## src/rtl/sb_rx_packet_framer.sv

```systemverilog
// sb_rx_packet_framer
//   Sideband RX framing stage in front of the sideband RX data decoder.
//   Classifies each deserialized 64-bit word as a header or a data phase,
//   registers it onto o_data and emits one-cycle strobes for the decoder.
//   Message-with-data packets (header followed by one data word) are tracked;
//   a header whose data word never arrives is timed out.
//
//   Optional feature macro: SB_RX_PARITY_CHECK_EN
//     defined   : header CP (bit 62) must equal ^word[61:0]; the data word
//                 must satisfy DP (header bit 63) == ^data[63:0].
//     undefined : CP/DP are ignored, no parity logic is built.
//
// Ports
//   i_clk, i_rst_n            clock, async active-low reset
//   i_word_valid, i_word      deserializer word strobe and word
//   o_data                    registered accepted word (holds otherwise)
//   o_header_is_valid_on_bus  accepted header on o_data (1-cycle pulse)
//   o_data_enable             accepted data word on o_data (1-cycle pulse)
//   o_msg_no_data             accepted header has no data phase (pulse)
//   o_busy                    waiting for the data phase of a packet
//   o_err_pulse               bad opcode / parity / timeout (pulse)
//   o_err_cnt                 saturating error count
module sb_rx_packet_framer #(
  parameter int TIMEOUT_CYCLES = 16,
  parameter int ERR_CNT_W      = 8
) (
  input  logic                 i_clk,
  input  logic                 i_rst_n,
  input  logic                 i_word_valid,
  input  logic [63:0]          i_word,
  output logic [63:0]          o_data,
  output logic                 o_header_is_valid_on_bus,
  output logic                 o_data_enable,
  output logic                 o_msg_no_data,
  output logic                 o_busy,
  output logic                 o_err_pulse,
  output logic [ERR_CNT_W-1:0] o_err_cnt
);

  localparam logic [4:0] OP_WITH_DATA = 5'b11011;
  localparam logic [4:0] OP_NO_DATA   = 5'b10010;
  localparam logic [7:0] TMO_LAST     = 8'(TIMEOUT_CYCLES - 1);

  typedef enum logic {IDLE, WAIT_DATA} state_t;

  state_t state, state_nxt;
  logic [7:0] tmo_cnt, tmo_cnt_nxt;

  logic is_with, is_no, tmo_hit, cp_ok, dp_ok;
  logic load_p0, hdr_vld_p0, no_data_p0, den_p0, err_p0;

  logic [63:0]          data_p1;
  logic                 hdr_vld_p1, no_data_p1, den_p1, err_p1;
  logic [ERR_CNT_W-1:0] err_cnt_p1;

  function automatic logic [ERR_CNT_W-1:0] sat_inc(input logic [ERR_CNT_W-1:0] v);
    return (v == {ERR_CNT_W{1'b1}}) ? v : v + ERR_CNT_W'(1);
  endfunction

  assign is_with = (i_word[4:0] == OP_WITH_DATA);
  assign is_no   = (i_word[4:0] == OP_NO_DATA);
  assign tmo_hit = (tmo_cnt == TMO_LAST);

`ifdef SB_RX_PARITY_CHECK_EN
  // DP of the pending header, captured when the header is accepted.
  logic dp_p1;

  always_ff @(posedge i_clk or negedge i_rst_n) begin
    if (!i_rst_n)
      dp_p1 <= 1'b0;
    else if (state == IDLE && i_word_valid && is_with)
      dp_p1 <= i_word[63];
  end

  assign cp_ok = (i_word[62] == ^i_word[61:0]);
  assign dp_ok = (dp_p1 == ^i_word);
`else
  assign cp_ok = 1'b1;
  assign dp_ok = 1'b1;
`endif

  // State register
  always_ff @(posedge i_clk or negedge i_rst_n) begin
    if (!i_rst_n) begin
      state   <= IDLE;
      tmo_cnt <= '0;
    end else begin
      state   <= state_nxt;
      tmo_cnt <= tmo_cnt_nxt;
    end
  end

  // Next-state logic; a word in the timeout cycle takes priority over timeout
  always_comb begin
    state_nxt   = state;
    tmo_cnt_nxt = tmo_cnt;
    case (state)
      IDLE: begin
        if (i_word_valid && cp_ok && is_with) begin
          state_nxt   = WAIT_DATA;
          tmo_cnt_nxt = '0;
        end
      end
      WAIT_DATA: begin
        if (i_word_valid || tmo_hit)
          state_nxt = IDLE;
        else
          tmo_cnt_nxt = tmo_cnt + 8'd1;
      end
    endcase
  end

  // Output decode (registered below for the one-cycle latency)
  always_comb begin
    load_p0    = 1'b0;
    hdr_vld_p0 = 1'b0;
    no_data_p0 = 1'b0;
    den_p0     = 1'b0;
    err_p0     = 1'b0;
    case (state)
      IDLE: begin
        if (i_word_valid) begin
          if (cp_ok && (is_with || is_no)) begin
            load_p0    = 1'b1;
            hdr_vld_p0 = 1'b1;
            no_data_p0 = is_no;
          end else begin
            err_p0 = 1'b1;
          end
        end
      end
      WAIT_DATA: begin
        if (i_word_valid) begin
          if (dp_ok) begin
            load_p0 = 1'b1;
            den_p0  = 1'b1;
          end else begin
            err_p0 = 1'b1;
          end
        end else if (tmo_hit) begin
          err_p0 = 1'b1;
        end
      end
    endcase
  end

  // Stage p1: registered bus, strobes and error counter
  always_ff @(posedge i_clk or negedge i_rst_n) begin
    if (!i_rst_n) begin
      data_p1    <= '0;
      hdr_vld_p1 <= 1'b0;
      no_data_p1 <= 1'b0;
      den_p1     <= 1'b0;
      err_p1     <= 1'b0;
      err_cnt_p1 <= '0;
    end else begin
      if (load_p0)
        data_p1 <= i_word;
      hdr_vld_p1 <= hdr_vld_p0;
      no_data_p1 <= no_data_p0;
      den_p1     <= den_p0;
      err_p1     <= err_p0;
      if (err_p0)
        err_cnt_p1 <= sat_inc(err_cnt_p1);
    end
  end

  assign o_data                   = data_p1;
  assign o_header_is_valid_on_bus = hdr_vld_p1;
  assign o_msg_no_data            = no_data_p1;
  assign o_data_enable            = den_p1;
  assign o_err_pulse              = err_p1;
  assign o_err_cnt                = err_cnt_p1;
  assign o_busy                   = (state == WAIT_DATA);

endmodule

```

## config.mk

```make
export PLATFORM = sky130hd
export DESIGN_NAME = sb_rx_packet_framer
export DESIGN_NICKNAME = d
export VERILOG_FILES = /design/src/rtl/sb_rx_packet_framer.sv
export SDC_FILE = /design/constraint.sdc
export NUM_CORES = 1
export LEC_CHECK = 0
export CORE_ASPECT_RATIO = 0.6
export CORE_MARGIN = 8
export CORE_UTILIZATION = 35
export DETAILED_ROUTE_END_ITERATION = 10
export PLACE_DENSITY = 0.68
export SLEW_MARGIN = 15
export SYNTH_ARGS = -nofsm -noshare
export SYNTH_HDL_FRONTEND = slang
export SYNTH_SLANG_ARGS = --single-unit
```

## constraint.sdc

```tcl
create_clock -name i_clk -period 3 [get_ports i_clk]
set_clock_uncertainty 0.1 [all_clocks]
set_input_delay 0.45 -clock i_clk [delete_from_list [all_inputs] [get_ports i_clk]]
set_output_delay 0.45 -clock i_clk [all_outputs]
set_load 0.02 [all_outputs]
```

==> out/results.ini, run 1 <==
[clock_network]
cts_max_path_buffers = 2
post_cts_buffers = 0
cts_buffers = 9
clkTransAtPathRegs_ns = 0.06
clock-sinks = 85
cts-htree-levels = 3
cts_tree = built
holdBufCountCts = 0
insertion_delay_ns = 0.33
cts_resized = 0
cts_root_buf = clkbuf_16

[synthesis]
netlist_top_cells_area = dfrtp_1 (61%), mux2_2 (20%), mux2_1 (2.6%), buf_6 (1.9%), a211oi_2 (1.1%)
synth_area_um2 = 3480
synthFlopType = dfrtp_1
synthCells = 232
yosysTopAreaCell = dfrtp_1
synthSimpleGateAreaFrac_pct = 7.05
yosysMostFrequentCell = dfrtp_1
synth_compound_area_share_pct = 5.47
synth_top_family_by_area = multiplexers
async_reset_ff_share_pct = 100
yosysTopAreaCellShare_pct = 61.1
yosysSeqAreaShare_pct = 61.1
synth_cell_types = 40
syn_nets = 301
ys_ff_latch = 85
synthAdderAreaFrac_pct = 0.719
synth_commonest_cells = dfrtp_1 (85), mux2_2 (61), nand2_1 (10)
muxShareOfSynthArea_pct = 22.3
syn_area_per_cell_um2 = 15.0
synth_warnings = 0
synth_edf_count = 0
synth_xor_area_share_pct = 1.26

[die]
die_h_um = 93.2
initial_utilization_pct = 35.6
die-area_um2 = 13500
rows = 28
core-area_um2 = 9770
die_width_um = 145
io_pins = 144

[final_layout]
n_antenna_cell = 0
design_area_um2 = 5360
drive_gt1_share_pct = 23.6
areaGrowthSynthToFinish_pct = 54.2
layout.nets = 451

[route]
drt_iter0_markers = 53
routed_wl_um = 9070
avgRoutedWirePerCell_um = 17.4
dr.pass1.iters = 4
drc_errors = 0
viasPerCell = 4.72
drtAntennaViolNets = 0
vias = 2461

[critical_path]
cpMaxStageDelayCell = clkdlybuf4s50_1
cp-startpoint = i_word[3]
path_class = primary input to flop
rr_worst_depth = 4
crit_path_end = o_data[54]
arrival_ns = 2.26
cp_max_fo = 63
crit_cells = 6
r2r_slack_ns = 0.96
reg2reg_from = tmo_cnt[4]
crit_chain = clkdlybuf4s50_1 > xor2_1 > nor2_1 > o21ai_4 > buf_12 > mux2_2
cp_top_family = buffers and inverters
crit_path_end_kind = flop
max_stage_delay_ns = 0.54
worstPathRequired_ns = 3.11
cp-start-kind = primary input
crit_buf_inv = 2
worst_r2r_endpoint = o_err_cnt[1]

[pwr]
p_leak_uw = 0.00227
totalPowerFinal_uw = 4450
ir_drop_uv = 450
power_density_nw_per_um2 = 830

[placement]
dpl-instance-area_um2 = 5050
io_buffers = 143
hpwlAfterDp_um = 6860
gp_congestion = 0.785

[grt]
grt_antenna_before_repair = 0
grt_pass1_wl_um = 14200
grt_use_total_pct = 13.5
grt_pass1_vias = 2637
grt_max_degree = 64
overflow = 0

[timing]
worstMarginPinSlew_ns = 0.625
hold_viol = 3
rsz0062_at_grt = false
slew_viol_final = 0
slew_headroom_pct = 58.0
finalSetupViolCount = 0
tns_ns = 0
timing.hold.ws_ns = -0.00866
period_needed_ns = 2.15
max_freq_mhz = 466
layout_worst_path_cycle_share_pct = 71.6

[status]
violations = negative hold slack
status = finished, violations left

[job]
maxCapViolations = 0

[min_path]
hold_path_class = primary input to asynchronous set/reset pin

-- area by class of cell --
type                            instances  area [um^2]
Fill cell                             797         4410
Sequential cell                        85         2130
Timing Repair Buffer                  145         1470
Multi-Input combinational cell        140         1280
Clock buffer                           10          229
Tap cell                              135          169
Clock inverter                          5         85.1
Inverter                                1         3.75
-- layer usage --
layer,vias up,part of all wire (%),wire length [um],track usage [%]
li1,1152,-,-,-
met1,1191,47,4230,18.1
met3,8,10,909,5.80
met5,-,0,0,0
met4,0,0.86,78,3.36
met2,110,42,3850,19.7
-- state kept, by name, indices dropped and copies added (netlist names) --
| name | flops |
|---|---|
| o_data | 64 |
| o_data_enable | 1 |
| o_err_cnt | 8 |
| o_err_pulse | 1 |
| tmo_cnt | 8 |
| o_busy | 1 |
| o_msg_no_data | 1 |
| o_header_is_valid_on_bus | 1 |
-- power by group --
group          internal, uW  total (uW)  switching [uW]  leakage (uW)
combinational           865        1600             738       0.00107
sequential             1470        1680             205       0.00105
clock                   729        1170             444      0.000149
total                  3070        4450            1390       0.00227
-- cells by family after synthesis --
family	after synthesis
flip-flops	85
multiplexers	69
AND/OR/NAND/NOR	41
AO/OA/AOI/OAI	23
buffers and inverters	7
XOR/XNOR	5
adder cells (fa/ha/maj)	2
-- through the flow --
stage | setup slack, ns | utilization (%) | cells
3_3_place_gp | 0.551 | 51.7 | 506
4_1_cts | 0.876 | 54.9 | 521
2_1_floorplan | 1.16 | - | 232
3_5_place_dp | 0.528 | 51.7 | 506
6_report | 0.852 | 54.9 | 521
5_1_grt | 0.780 | 54.9 | 521
-- worst min-delay path by stage --
stage               startpoint    endpoint  slack, ns  cells after the start
detailed placement     i_rst_n  o_data[36]       0.37                      1
global placement       i_rst_n  o_data[36]       0.37                      1
floorplan              i_rst_n      o_busy       0.05                      0
global route           i_rst_n  o_data[36]       0.02                      1
finish                 i_rst_n  o_data[36]     -0.009                      1
CTS                    i_rst_n  o_data[36]      0.006                      1
-- placed cells by master (no fill, tap or decap), drive strengths merged --
cell type and count:
nand4b 1, o21ai 4, nor3 2, clkdlybuf4s50 142, o311ai 1, nand4 2
a211oi 4, nor2 3, or2 1, bufinv 2, nor4 2, a21boi 1
nand3 6, o211ai 1, clkinvlp 1, o31ai 2, or4 2, nand2b 3
buf 3, clkinv 1, dfrtp 85, a211o 1, inv 2, nand2 10
o21bai 1, and2 2, a21oi 5, xnor2 1, a2bb2oi 1, and3 3
a31o 1, a21o 1, nand3b 1, mux2 69, xor2 4, ha 2
or3 3, clkbuf 10
Note: power is estimated with default switching activity, not from simulation.
==> run 2, diff against run 1 <==
clock period = 2.2 ns   (was 3 ns; I/O delays follow)
==> out/results.ini, run 2 (synthesis results as in run 1) <==
[grt]
grt_pass1_vias = 2551
grt_use_total_pct = 13.4
overflow = 0
grt_antenna_before_repair = 0
grt_max_degree = 47
grt_pass1_wl_um = 14100

[critical_path]
crit_chain = nor4_4 > nand4b_2 > a211oi_2 > mux2_1
cpMaxStageDelayCell = nor4_4
crit_buf_inv = 0
max_stage_delay_ns = 0.46
worstPathRequired_ns = 2.31
cp_max_fo = 8
path_class = flop to flop
cp_top_family = simple AND/OR/NAND/NOR gates
arrival_ns = 2.21
crit_path_end_kind = flop
cp-start-kind = flop

[clock_network]
cts-htree-levels = 3
cts_root_buf = clkbuf_16
holdBufCountCts = 1
clkTransAtPathRegs_ns = 0.06
clock-sinks = 85
cts_tree = built
cts_max_path_buffers = 2
post_cts_buffers = 0
cts_buffers = 9
insertion_delay_ns = 0.33
cts_resized = 0

[placement]
gp_congestion = 0.825
pre_cts_slack_ns = -0.0148
io_buffers = 143
dpl.cell_count = 519
hpwlAfterDp_um = 6980

[die]
rows = 28
die-area_um2 = 13500
initial_utilization_pct = 35.6
die_width_um = 145
core-area_um2 = 9770
die_h_um = 93.2
io_pins = 144

[route]
drtAntennaViolNets = 0
viasPerCell = 4.56
drc_errors = 0
avgRoutedWirePerCell_um = 17.0
drt_iter0_markers = 88
routed_wl_um = 9120
vias = 2441
dr.pass1.iters = 4

[timing]
slew_headroom_pct = 63.8
finalSetupViolCount = 0
layout_worst_path_cycle_share_pct = 95.7
max_freq_mhz = 475
rsz0062_at_grt = false
period_needed_ns = 2.11
slew_viol_final = 0
fin_ws_ns = 0.0946
hold_viol = 0
worstMarginPinSlew_ns = 0.543
timing.hold.ws_ns = 0.388

[pwr]
totalPowerFinal_uw = 5890
p_leak_uw = 0.00233
ir_drop_uv = 562
power_density_nw_per_um2 = 1080

[final_layout]
layout.nets = 465
n_antenna_cell = 0
areaGrowthSynthToFinish_pct = 56.5
final_common_cell = clkdlybuf4s50_1
largest_register_ffs = 64
fin_cells = 535
drive_gt1_share_pct = 26.3
layout_common_cells = clkdlybuf4s50_1 (142), dfrtp_1 (85), mux2_2 (61)
fillers = 792
utilization_pct = 55.7

[min_path]
hold_path_class = flop to flop

[job]
maxCapViolations = 0

[status]
status = complete, no violations

[run 2: cell types whose count changed in the layout (fill, tap and decap cells not counted), moves of 2 or more]
cell / previous run / this run
buf_4: 1 / 13
bufinv_16: 2 / 0
clkbuf_8: 0 / 2
clkinv_2: 0 / 3
[run 2: layer usage]
metal  global-route usage [%]  up-vias  share of wire [%]
met2                     19.4      103                 41
li1                         -     1174                  -
met3                     6.66        7                 11
met1                     17.7     1157                 47
met5                        0        -                  0
met4                     2.84        0               0.58
[run 2: layout make-up]
| cell class | count | area, um^2 | share of cell area, % |
|---|---|---|---|
| clock buffers | 11 | 253 | 4.64 |
| clock inverters | 4 | 23.8 | 0.436 |
| inverters | 1 | 3.75 | 0.0689 |
| multi-input cells | 140 | 1280 | 23.5 |
| flip-flops and latches | 85 | 2130 | 39.1 |
| well taps | 135 | 169 | 3.10 |
| repair buffers | 159 | 1590 | 29.2 |
[run 2: per-stage QoR]
stage	TNS, ns	instance area, um^2
2_1_floorplan	0	3480
3_3_place_gp	0	5160
3_5_place_dp	-0.0148	5160
4_1_cts	0	5450
5_1_grt	0	5450
6_report	0	5450
[run 2: path summary, 6_finish.rpt]
check                            from      endpoint  slack (ns)  cells past startpoint
max in group asynchronous     i_rst_n    o_data[53]        0.92                      3
hold reg to reg            o_data[41]    o_data[41]        0.39                      1
setup / recovery           tmo_cnt[6]  o_err_cnt[6]        0.09                      4
hold / removal             o_data[41]    o_data[41]        0.39                      1
min in group asynchronous     i_rst_n    o_data[37]        0.44                      2
setup reg to reg           tmo_cnt[6]  o_err_cnt[6]        0.09                      4
[run 2: report_power, final]
| part | total (uW) | switching, uW | internal (uW) |
|---|---|---|---|
| Clock | 1400 | 582 | 816 |
| Sequential | 2280 | 276 | 2010 |
| Combinational | 2210 | 1010 | 1200 |
| Total | 5890 | 1870 | 4020 |
